[src/rtl/sel_mux_rr.sv]
// rtl/sel_mux_rr.sv - registered N-channel selector, fixed-select or round-robin, valid/ready on all ports
module sel_mux_rr #(
    parameter int WIDTH    = 8,
    parameter int CHANNELS = 4,
    parameter int SEL_W    = $clog2(CHANNELS)
) (
    input  logic                      clk,
    input  logic                      rst,
    input  logic [CHANNELS*WIDTH-1:0] in_data,
    input  logic [CHANNELS-1:0]       in_valid,
    output logic [CHANNELS-1:0]       in_ready,
    input  logic                      mode,
    input  logic [SEL_W-1:0]          sel,
    output logic [WIDTH-1:0]          out_data,
    output logic [SEL_W-1:0]          out_chan,
    output logic                      out_valid,
    input  logic                      out_ready
);

    logic [WIDTH-1:0] out_data_q, out_data_d;
    logic [SEL_W-1:0] out_chan_q, out_chan_d;
    logic             out_valid_q, out_valid_d;
    logic [SEL_W-1:0] ptr_q, ptr_d;

    logic [SEL_W-1:0] grant_idx;
    logic             grant_vld;
    logic [WIDTH-1:0] grant_data;
    logic             space;
    logic             load;

    // Channel reached after stepping off positions past base, wrapping at CHANNELS.
    function automatic int rr_index(input int base, input int off);
        int s;
        s = base + off;
        return (s >= CHANNELS) ? s - CHANNELS : s;
    endfunction

    always_comb begin
        grant_vld = 1'b0;
        grant_idx = '0;
        if (!mode) begin
            for (int k = 0; k < CHANNELS; k++) begin
                if (sel == SEL_W'(k) && in_valid[k]) begin
                    grant_vld = 1'b1;
                    grant_idx = SEL_W'(k);
                end
            end
        end else begin
            // Walk from the farthest offset down so the nearest requester after ptr wins.
            for (int i = CHANNELS; i >= 1; i--) begin
                for (int k = 0; k < CHANNELS; k++) begin
                    if (rr_index(int'(ptr_q), i) == k && in_valid[k]) begin
                        grant_vld = 1'b1;
                        grant_idx = SEL_W'(k);
                    end
                end
            end
        end
    end

    always_comb begin
        grant_data = '0;
        for (int k = 0; k < CHANNELS; k++) begin
            if (grant_idx == SEL_W'(k)) begin
                grant_data = in_data[k*WIDTH +: WIDTH];
            end
        end
    end

    assign space = !out_valid_q || out_ready;
    assign load  = space && grant_vld && !rst;

    always_comb begin
        in_ready = '0;
        for (int k = 0; k < CHANNELS; k++) begin
            in_ready[k] = load && (grant_idx == SEL_W'(k));
        end
    end

    always_comb begin
        out_data_d  = out_data_q;
        out_chan_d  = out_chan_q;
        out_valid_d = out_valid_q;
        ptr_d       = ptr_q;
        if (load) begin
            out_data_d  = grant_data;
            out_chan_d  = grant_idx;
            out_valid_d = 1'b1;
            if (mode) begin
                ptr_d = grant_idx;
            end
        end else if (out_ready) begin
            out_valid_d = 1'b0;
        end
    end

    always_ff @(posedge clk) begin
        if (rst) begin
            out_data_q  <= '0;
            out_chan_q  <= '0;
            out_valid_q <= 1'b0;
            ptr_q       <= SEL_W'(CHANNELS - 1);
        end else begin
            out_data_q  <= out_data_d;
            out_chan_q  <= out_chan_d;
            out_valid_q <= out_valid_d;
            ptr_q       <= ptr_d;
        end
    end

    assign out_data  = out_data_q;
    assign out_chan  = out_chan_q;
    assign out_valid = out_valid_q;

endmodule

[config.mk]
export PLATFORM = sky130hd
export DESIGN_NAME = sel_mux_rr
export DESIGN_NICKNAME = d
export VERILOG_FILES = /design/src/rtl/sel_mux_rr.sv
export SDC_FILE = /design/constraint.sdc
export NUM_CORES = 1
export LEC_CHECK = 0
export BUFFER_PORTS_ARGS = -buffer_cell sky130_fd_sc_hd__buf_4
export CAP_MARGIN = 40
export CORE_MARGIN = 5
export CORE_UTILIZATION = 40
export CTS_BUF_LIST = sky130_fd_sc_hd__clkbuf_8
export DETAILED_ROUTE_END_ITERATION = 8
export PLACE_DENSITY = 0.84
export SYNTH_ARGS = -nofsm -noshare
export SYNTH_HDL_FRONTEND = slang
export SYNTH_SLANG_ARGS = --single-unit
export TNS_END_PERCENT = 20
[constraint.sdc]
create_clock -name clk -period 1.96 [get_ports clk]
set_input_delay 0.392 -clock clk [delete_from_list [all_inputs] [get_ports clk]]
set_output_delay 0.392 -clock clk [all_outputs]
set_load 0.05 [all_outputs]
==> summary.txt, run 1 <==
status: finished, violations left
failing checks: setup timing
top post-synthesis cells by count: mux2i_1 (19), dfxtp_1 (13), nand3_1 (9), nor2_1 (7), o221ai_2 (7)
final worst setup slack: -0.1735 ns
Reg power frac: 0.269
Post-synth EDFFs: 0
gpl congestion: 0.7913
Initial Util: 0.4134
Final min period: 2.133 ns
Internal Power: 0.0007303 W
Post-route DRC: 0
CP Capture Type: output pin
vias: 1271
Final Max Tran Viols: 0
WL/cell: 19.35 µm
final hold slack: 0.3475 ns
layout cells sized above 1: 0.6580
nets: 236
Primary FF master, synth: dfxtp_1
Post-Synthesis Cells: 103
# diodes: 0
post-route ant nets: 0
largest net degree at the start of global routing: 14
Synth cell types: 36
syn_area_per_cell: 9.852 µm²
full die area: 3644 µm²
area leader, netlist: dfxtp_1
Critical Setup Path Class: flop to output pin
grt ovf: 0
Switch Pwr: 0.0004865 W
Clock Latency Late Sink: 0.25 ns
Max Used Layer: met4
peak supply drop: 0.0005325 V
Clk pwr share: 0.211
syn nets: 145
Syn. warnings: 0
final hold vios: 0
top cells by area, synth: dfxtp_1 (26%), mux2i_1 (19%), o221ai_2 (10%), nand3_1 (4.4%), buf_6 (3.3%)
H-tree levels: 1
pre-CTS setup slack: -0.1828 ns
Metal-1 WL: 1.680 mm
DRT Wirelength: 4.316 mm
crit path DAT: 1.74 ns
PortBufs: 56
# hold bufs at CTS: 0
Starting DRT DRC Count: 39
WL met2: 2.296 mm
count leader, synth: mux2i_1
number of global-route vias before repair: 1350
worst slew pin tran: 0.4528 ns
num ports: 57
area fraction of the dominant cell type after synthesis: 0.2565
first-pass GRT wire length: 6.506 mm
Total GRT Usage: 0.2424
Row Count: 18
RSZ-0062 raised after global routing: yes
Layout area overhead: 88.41%
post-DP HPWL: 2.940 mm
switching share of power: 0.3998
CTS Root Cell: clkbuf_8
power per cell area: 636.5 nW/µm²
Critical Path RT: 1.57 ns
vias per cell: 5.700
Final period util: 1.089
Fill cells: 158
CTS tree: built
fmax: 0.4687 GHz
Worst-path clk slew: 0.07 ns
die width: 60.37 µm
Startpoint Class: flop
Max Root-Sink Buffers: 2
synthesized flop and latch total: 13
Die Span Y: 60.37 µm
clock skew: 0.006648 ns
crit path max fanout: 8
DR pass1 iterations: 4
worst hold path type: input port to flop
antenna violations before repair: 0
register area share after synthesis: 0.2565
met3 wire len: 241 µm
max_slew headroom: 0.6981
clock sinks: 13
final number of setup-violating endpoints: 4
async set-reset flop share out of synthesis: 0
Synth Cell Area: 1015 µm²
CTS buffer count: 3
number of max-cap violations: 0
Logic pwr share: 0.520
LEAKAGE: 0.8626 nW
CORE AREA: 2455 µm²
[critical path, stage by stage, from the launching register on]
cell	delay (ns)
dfxtp_4	0.42
mux2i_4	0.27
nand3_2	0.14
buf_6	0.15
a31o_4	0.24
nand2_8	0.08
nor2_4	0.04
buf_8	0.14
[logic make-up after synthesis]
group,Yosys count,share of synthesized area
mux,20,0.2022
buf+inv,11,0.07891
simple gates,30,0.1776
compound gates,29,0.2848
flops,13,0.2565
[through the flow]
| stage | utilization | setup TNS (ns) | power (W) | area, µm² | cells |
|---|---|---|---|---|---|
| 6_report | 0.7788 | -0.6278 | 0.001217 | 1912 | 223 |
| 5_1_grt | 0.7788 | -0.8683 | 0.001270 | 1912 | 223 |
| 4_1_cts | 0.7518 | -0.5051 | 0.001182 | 1846 | 219 |
| 3_5_place_dp | 0.6967 | -0.9346 | 0.0009078 | 1710 | 213 |
| 3_3_place_gp | 0.6967 | -0.6464 | 0.0008875 | 1710 | 213 |
| 2_1_floorplan | - | -0.08303 | 0.0006753 | 1071 | 103 |
[sequential cells by signal (all words and copies together) (netlist names)]
signal,cells
out_chan,2
out_data,8
out_valid,1
ptr_q,2
[path summary, 6_finish.rpt]
| kind | slack, ns | cells past startpoint | to | from |
|---|---|---|---|---|
| hold reg to reg | 0.47 | 2 | out_chan[1]$_SDFFE_PP0P_ | out_chan[1]$_SDFFE_PP0P_ |
| setup reg to reg | 0.15 | 8 | out_data[3]$_SDFFE_PP0P_ | ptr_q[1]$_SDFFE_PP1P_ |
| hold / removal | 0.35 | 2 | out_chan[1]$_SDFFE_PP0P_ | rst |
| setup / recovery | -0.17 | 7 | in_ready[0] | ptr_q[1]$_SDFFE_PP1P_ |
[per-layer routing]
metal,GRT usage,vias up
li1,-,588
met1,0.2664,623
met2,0.4599,50
met3,0.04255,10
met4,0.08861,0
met5,0,-
[what timing repair did]
| action | CTS | global route |
|---|---|---|
| setup endpoints to repair | 4 | 4 |
| pin swaps | 6 | 6 |
| setup buffers | 2 | 4 |
| resized for setup | 17 | 9 |
[cell type report]
| cell class | count | area, µm² | area share |
|---|---|---|---|
| clock inverters | 1 | 5.005 | 0.002618 |
| clock buffers | 3 | 41.29 | 0.02160 |
| well taps | 30 | 37.54 | 0.01963 |
| inverters | 7 | 26.28 | 0.01374 |
| multi-input cells | 79 | 792.0 | 0.4143 |
| flip-flops and latches | 13 | 267.8 | 0.1401 |
| repair buffers | 90 | 742.0 | 0.3881 |
[cell usage in the layout (no fill, tap or decap), drive strengths merged, types with 2 or more instances in the layout]
master / instances
clkbuf: 3
dfxtp: 13
nand2: 5
o221ai: 8
clkinv: 2
buf: 90
a21oi: 3
o2111ai: 2
nand2b: 2
o211ai: 2
nand3: 9
a211o: 2
nor2: 7
a31o: 2
o21ai: 3
mux2i: 19
inv: 6
[power by group through the flow]
stage	registers, W	clock network, W	logic [W]
floorplan	0.000436	0	0.000239
global placement	0.000326	0	0.000561
detailed placement	0.000330	0	0.000578
CTS	0.000325	0.000254	0.000603
global route	0.000332	0.000277	0.000661
finish	0.000327	0.000257	0.000632
Note: power is estimated with default switching activity, not from simulation.
==> run 2: changes to the inputs <==
Settings changed: SETUP_SLACK_MARGIN set to 0.4.
==> summary.txt, run 2 (synthesis gave the netlist of run 1 again) <==
commonest non-fill, non-tap cell in the layout: buf_4
DR pass1 iterations: 4 (unchanged)
vias per cell: 5.978 (+4.9%)
first-pass GRT wire length: 6.575 mm (+1.1%)
crit path max fanout: 8 (unchanged)
CTS tree: built
Critical Path RT: 1.57 ns (about the same)
# hold bufs at CTS: 0 (unchanged)
WL/cell: 21.78 µm (+13%)
# diodes: 0 (unchanged)
largest net degree at the start of global routing: 12 (-2)
layout cells sized above 1: 0.6684 (+0.01036)
Worst-path clk slew: 0.06 ns (about the same)
full die area: 3644 µm² (unchanged)
Initial Util: 0.4134 (unchanged)
dpl cell area: 1710 µm² (unchanged)
CTS Root Cell: clkbuf_8
number of global-route vias before repair: 1347 (-0.22%)
vias: 1333 (+4.9%)
Max Root-Sink Buffers: 2 (unchanged)
peak supply drop: 0.0006349 V (+19%)
number of max-cap violations: 0 (unchanged)
max_slew headroom: 0.6788 (-0.01934)
Layout area overhead: 89.52%
Startpoint Class: flop
Post-route DRC: 0 (unchanged)
num ports: 57 (unchanged)
Finished Core Util: 0.7834 (+0.004587)
CTS buffer count: 3 (unchanged)
worst r2r src: ptr_q[1]$_SDFFE_PP1P_
final worst setup slack: -0.1966 ns (-0.02311 ns)
commonest non-fill, non-tap cells in the layout: buf_4 (77), mux2i_1 (14), dfxtp_1 (11), o221ai_2 (8), nand3_1 (8)
Worst Setup EP: in_ready[1]
failing checks: setup timing
Final Max Tran Viols: 0 (unchanged)
crit path DAT: 1.76 ns (+0.02 ns)
R2R cell count: 8 (unchanged)
Row Count: 18 (unchanged)
DRT Wirelength: 4.858 mm (+13%)
RSZ-0062 raised after global routing: yes
flop2flop setup slack: 0 ns (-0.15 ns)
RR Endpoint: out_data[3]$_SDFFE_PP0P_
fmax: 0.4637 GHz (-1.1%)
Final min period: 2.157 ns (+0.02311 ns)
die width: 60.37 µm (unchanged)
power per cell area: 644.8 nW/µm² (+1.3%)
worst slew pin tran: 0.4818 ns (+0.02901 ns)
Total GRT Usage: 0.2505 (+0.008111)
final number of setup-violating endpoints: 6 (+2)
max reg flops: 8 (unchanged)
grt ovf: 0 (unchanged)
setup_tns: -0.6719 ns (-0.04405 ns)
worst hold path type: input port to flop
nets: 236 (unchanged)
gpl congestion: 0.9007 (+14%)
LEAKAGE: 0.8636 nW (+0.12%)
Final Cell Area: 1923 µm² (+0.59%)
post-route ant nets: 0 (unchanged)
clock skew: 0.005536 ns (-0.001112 ns)
clock sinks: 13 (unchanged)
final hold vios: 0 (unchanged)
crit path launch: ptr_q[1]$_SDFFE_PP1P_
PortBufs: 56 (unchanged)
H-tree levels: 1 (unchanged)
Clock Latency Late Sink: 0.26 ns (about the same)
post-DP HPWL: 2.995 mm (+1.8%)
CP Capture Type: output pin
Die Span Y: 60.37 µm (unchanged)
CORE AREA: 2455 µm² (unchanged)
Critical Setup Path Class: flop to output pin
Starting DRT DRC Count: 63 (+62%)
antenna violations before repair: 0 (unchanged)
status: finished, violations left
Final period util: 1.100 (+0.01179)
final hold slack: 0.3480 ns (+0.0005800 ns)
-- run 2: routing by layer --
layer	track usage	wire, µm	vias to the layer above
li1	-	-	585
met1	0.2606	1775	667
met2	0.4444	2579	59
met3	0.07447	242	22
met4	0.1456	261	0
met5	0	0	-
-- run 2: how the worst min path moves through the flow --
stage / from / endpoint / cells after the start
final: rst / out_chan[0]$_SDFFE_PP0P_ / 2
after global routing: rst / out_chan[0]$_SDFFE_PP0P_ / 2
after CTS: rst / out_chan[1]$_SDFFE_PP0P_ / 2
after detailed placement: out_chan[1]$_SDFFE_PP0P_ / out_chan[1]$_SDFFE_PP0P_ / 2
after global placement: out_chan[1]$_SDFFE_PP0P_ / out_chan[1]$_SDFFE_PP0P_ / 2
after floorplan: rst / out_chan[1]$_SDFFE_PP0P_ / 1
-- run 2: through the flow --
step           setup WS [ns]  total power [W]  cells
3_3_place_gp         -0.1756        0.0008891    213
6_report             -0.1966         0.001240    223
4_1_cts              -0.1310         0.001180    219
3_5_place_dp         -0.1958        0.0009083    213
2_1_floorplan       -0.02588        0.0006755    103
5_1_grt              -0.2856         0.001285    223
-- run 2: power breakdown --
| group | switching, W | internal [W] |
|---|---|---|
| clock | 0.000114 | 0.000139 |
| sequential | 0.0000282 | 0.000301 |
| combinational | 0.000360 | 0.000298 |
| total | 0.000503 | 0.000737 |
-- run 2: layout make-up --
class,instances,area (µm²)
Clock buffer,3,41.29
Clock inverter,1,3.754
Fill cell,142,531.8
Inverter,7,26.28
Multi-Input combinational cell,79,792.0
Sequential cell,13,265.3
Tap cell,30,37.54
Timing Repair Buffer,90,757.0
-- run 2: critical path, cell delays in order (launching register included) --
cell and delay [ns]:
dfxtp_4 0.39, o21bai_1 0.22, nand3_1 0.18, buf_4 0.19, a31o_4 0.27, nand2_8 0.08, nor2_4 0.04, buf_8 0.14
-- run 2: timing repair --
item	4_1_cts	5_1_grt
pin swaps	9	9
gates resized for setup	19	13
setup endpoints to repair	17	17
setup buffers	2	4
==> run 3: changes to the inputs <==
Settings changed: ABC_AREA set to 1, GPL_TIMING_DRIVEN set to 0, PLACE_DENSITY 0.84 to 0.82.
==> summary.txt, run 3 <==
status: finished, violations left
failing checks: setup timing
Startpoint Class: flop
Syn. warnings: 0 (unchanged)
Critical Path RT: 1.57 ns (about the same)
syn_area_per_cell: 6.222 µm² (-37%)
Finished Core Util: 0.7037 (-0.07966)
CP peak stage delay: 0.33 ns (-0.06 ns)
Synth Cell Area: 1145 µm² (+13%)
clock sinks: 13 (unchanged)
top post-synthesis cells by count: nand2_1 (54), nand3_1 (27), nor2_1 (19), inv_1 (17), dfxtp_1 (13)
worst hold path type: input port to flop
RR Endpoint: out_data[5]$_SDFFE_PP0P_
gpl congestion: 0.8303 (-7.8%)
Die Span Y: 63.50 µm (+5.2%)
fmax: 0.3919 GHz (-15%)
number of global-route vias before repair: 1388 (+3.0%)
slowest stage cell, crit path: dfxtp_2
post-synthesis mux area share: 0 (-0.2022)
Initial Util: 0.4152 (+0.001801)
Synth Area in XOR/XNOR: 0 (unchanged)
final hold vios: 0 (unchanged)
dpl cell area: 1662 µm² (-2.9%)
hold path endpoint: out_valid$_SDFFE_PP0P_
top cells by area, synth: dfxtp_1 (23%), nand2_1 (18%), nand3_1 (12%), nor2_1 (6.2%), inv_1 (5.6%)
min-delay src: out_ready
commonest non-fill, non-tap cell in the layout: buf_4
Starting DRT DRC Count: 77 (+22%)
syn nets: 226 (+56%)
CP Capture Type: output pin
# hold bufs at CTS: 0 (unchanged)
synthesized flop and latch total: 13 (unchanged)
final worst setup slack: -0.5918 ns (-0.3952 ns)
Hold Crit Depth: 4 (+2)
flop2flop setup slack: -0.22 ns (-0.22 ns)
adder-cell share of the synthesized area: 0 (unchanged)
Worst-path clk slew: 0.06 ns (about the same)
Clock Latency Late Sink: 0.25 ns (about the same)
R2R cell count: 24 (+16)
die width: 63.50 µm (+5.2%)
Total GRT Usage: 0.1780 (-0.07254)
CTS tree: built
register area share after synthesis: 0.2273 (-0.02915)
max reg flops: 8 (unchanged)
Sequential Area: 262.8 µm² (-0.94%)
full die area: 4032 µm² (+11%)
peak supply drop: 0.0005745 V (-9.5%)
crit path max fanout: 8 (unchanged)
worst r2r src: ptr_q[1]$_SDFFE_PP1P_
power per cell area: 656.7 nW/µm² (+1.9%)
CTS Root Cell: clkbuf_8
largest net degree at the start of global routing: 11 (-1)
LEAKAGE: 0.9964 nW (+15%)
DRT Wirelength: 3.898 mm (-20%)
final number of setup-violating endpoints: 14 (+8)
area leader, netlist: dfxtp_1
Layout area overhead: 69.51%
CTS buffer count: 3 (unchanged)
commonest non-fill, non-tap cells in the layout: buf_4 (66), nand2_1 (52), nand3_1 (23), inv_1 (16), nor2_1 (15)
Synth Area in Simple Gates: 0.5191 (+0.3416)
first-pass GRT wire length: 6.023 mm (-8.4%)
worst path cell trace: buf_8, inv_8, buf_4, nand3_2, nand3_1, nand3b_1, nor4_4, nor4_4, buf_6, nand2_4, nor2_4, buf_6
async set-reset flop share out of synthesis: 0 (unchanged)
post-DP HPWL: 2.663 mm (-11%)
Final Cell Area: 1941 µm² (+0.91%)
grt ovf: 0 (unchanged)
CORE AREA: 2758 µm² (+12%)
max_slew headroom: 0.6534 (-0.02543)
Fill cells: 213 (+50%)
number of max-cap violations: 0 (unchanged)
Final Max Tran Viols: 0 (unchanged)
Final min period: 2.552 ns (+0.3952 ns)
Post-route DRC: 0 (unchanged)
final hold slack: 0.4538 ns (+0.1058 ns)
largest family of logic cells by synthesized area: simple AND/OR/NAND/NOR gates
area fraction of the dominant cell type after synthesis: 0.2273 (-0.02915)
worst slew pin tran: 0.5200 ns (+0.03814 ns)
Row Count: 19 (+1)
nets: 305 (+29%)
H-tree levels: 1 (unchanged)
RSZ-0062 raised after global routing: yes
Synth cell types: 28 (-22%)
compound-cell area share of the yosys netlist: 0.1333 (-0.1515)
Primary FF master, synth: dfxtp_1
Final period util: 1.302 (+0.2016)
Post-synth EDFFs: 0 (unchanged)
Max Root-Sink Buffers: 2 (unchanged)
Critical Setup Path Class: flop to output pin
Post-Synthesis Cells: 184 (+79%)
count leader, synth: nand2_1
PortBufs: 55 (-1.8%)
post-route ant nets: 0 (unchanged)
num ports: 57 (unchanged)
layout cells sized above 1: 0.4504 (-0.2180)
setup_tns: -3.921 ns (-3.250 ns)
vias per cell: 5.102 (-15%)
multi-input logic area: 840.8 µm² (+6.2%)
antenna violations before repair: 0 (unchanged)
vias: 1495 (+12%)
Tot Pwr: 0.001274 W (+2.8%)
# diodes: 0 (unchanged)
WL/cell: 13.30 µm (-39%)
clock skew: 0.003245 ns (-0.002291 ns)
DR pass1 iterations: 4 (unchanged)
crit path DAT: 2.16 ns (+0.40 ns)
[run 3: cell types whose count changed in the layout (fill, tap and decap cells not counted), sizes merged, moves of 7 or more]
cell	previous run	this run
a21oi	3	12
buf	90	78
inv	7	23
mux2i	19	0
nand2	5	58
nand3	9	29
nor2	7	23
o21ai	3	10
o221ai	8	0
[run 3: timing repair]
| item | CTS | global route |
|---|---|---|
| pin swaps | 1 | 7 |
| gates resized for setup | 11 | 10 |
| buffers inserted | 10 | 8 |
| endpoints found under the setup margin | 17 | 17 |
| gates cloned | 1 | 0 |
[run 3: routing by layer]
| metal | vias up | GRT usage | share of wire |
|---|---|---|---|
| met5 | - | 0 | 0 |
| met4 | 0 | 0.08312 | 0.027 |
| met3 | 11 | 0.01776 | 0.056 |
| met2 | 54 | 0.3084 | 0.52 |
| met1 | 672 | 0.2173 | 0.40 |
| li1 | 758 | - | - |
[run 3: final cells by class]
cell class | instances | area share
multi-input combinational | 144 | 0.4333
timing repair buffer | 74 | 0.3069
sequential | 13 | 0.1354
inverter | 22 | 0.05416
buffer | 5 | 0.02708
clock buffer | 3 | 0.02128
tap | 31 | 0.01999
clock inverter | 1 | 0.001934
[run 3: stage by stage]
step | instances | worst slack, ns
3_3_place_gp | 270 | -0.4192
4_1_cts | 285 | -0.5084
3_5_place_dp | 270 | -0.4265
5_1_grt | 293 | -0.6843
6_report | 293 | -0.5918
2_1_floorplan | 184 | -0.1715
[run 3: worst max-delay path by stage]
stage                     slack, ns     endpoint                   from  depth (start not counted)
after floorplan               -0.17  in_ready[0]  ptr_q[1]$_SDFFE_PP1P_                         19
after global placement        -0.42  in_ready[1]            in_valid[3]                         10
after detailed placement      -0.43  in_ready[1]            in_valid[3]                         10
after CTS                     -0.51  in_ready[1]  ptr_q[0]$_SDFFE_PP1P_                         12
after global routing          -0.68  in_ready[3]  ptr_q[1]$_SDFFE_PP1P_                         12
final                         -0.59  in_ready[3]  ptr_q[1]$_SDFFE_PP1P_                         12
[run 3: logic make-up (layout without fill, tap and decap cells)]
logic type             after synthesis  count (layout)
AO/OA/AOI/OAI                       24              24
buffers and inverters               27             105
flip-flops                          13              13
AND/OR/NAND/NOR                    120             120
[run 3: where the power goes]
group / total [W] / switching [W] / internal (W)
clock: 0.000241 / 0.000102 / 0.000139
sequential: 0.000321 / 0.0000202 / 0.000301
combinational: 0.000712 / 0.000426 / 0.000286
[run 3: critical path, delay by kind of cell (launching register included)]
family | cells | cell delay, ns
DFF | 1 | 0.33
and+or+nand+nor | 7 | 0.94
buffers and inverters | 5 | 0.64
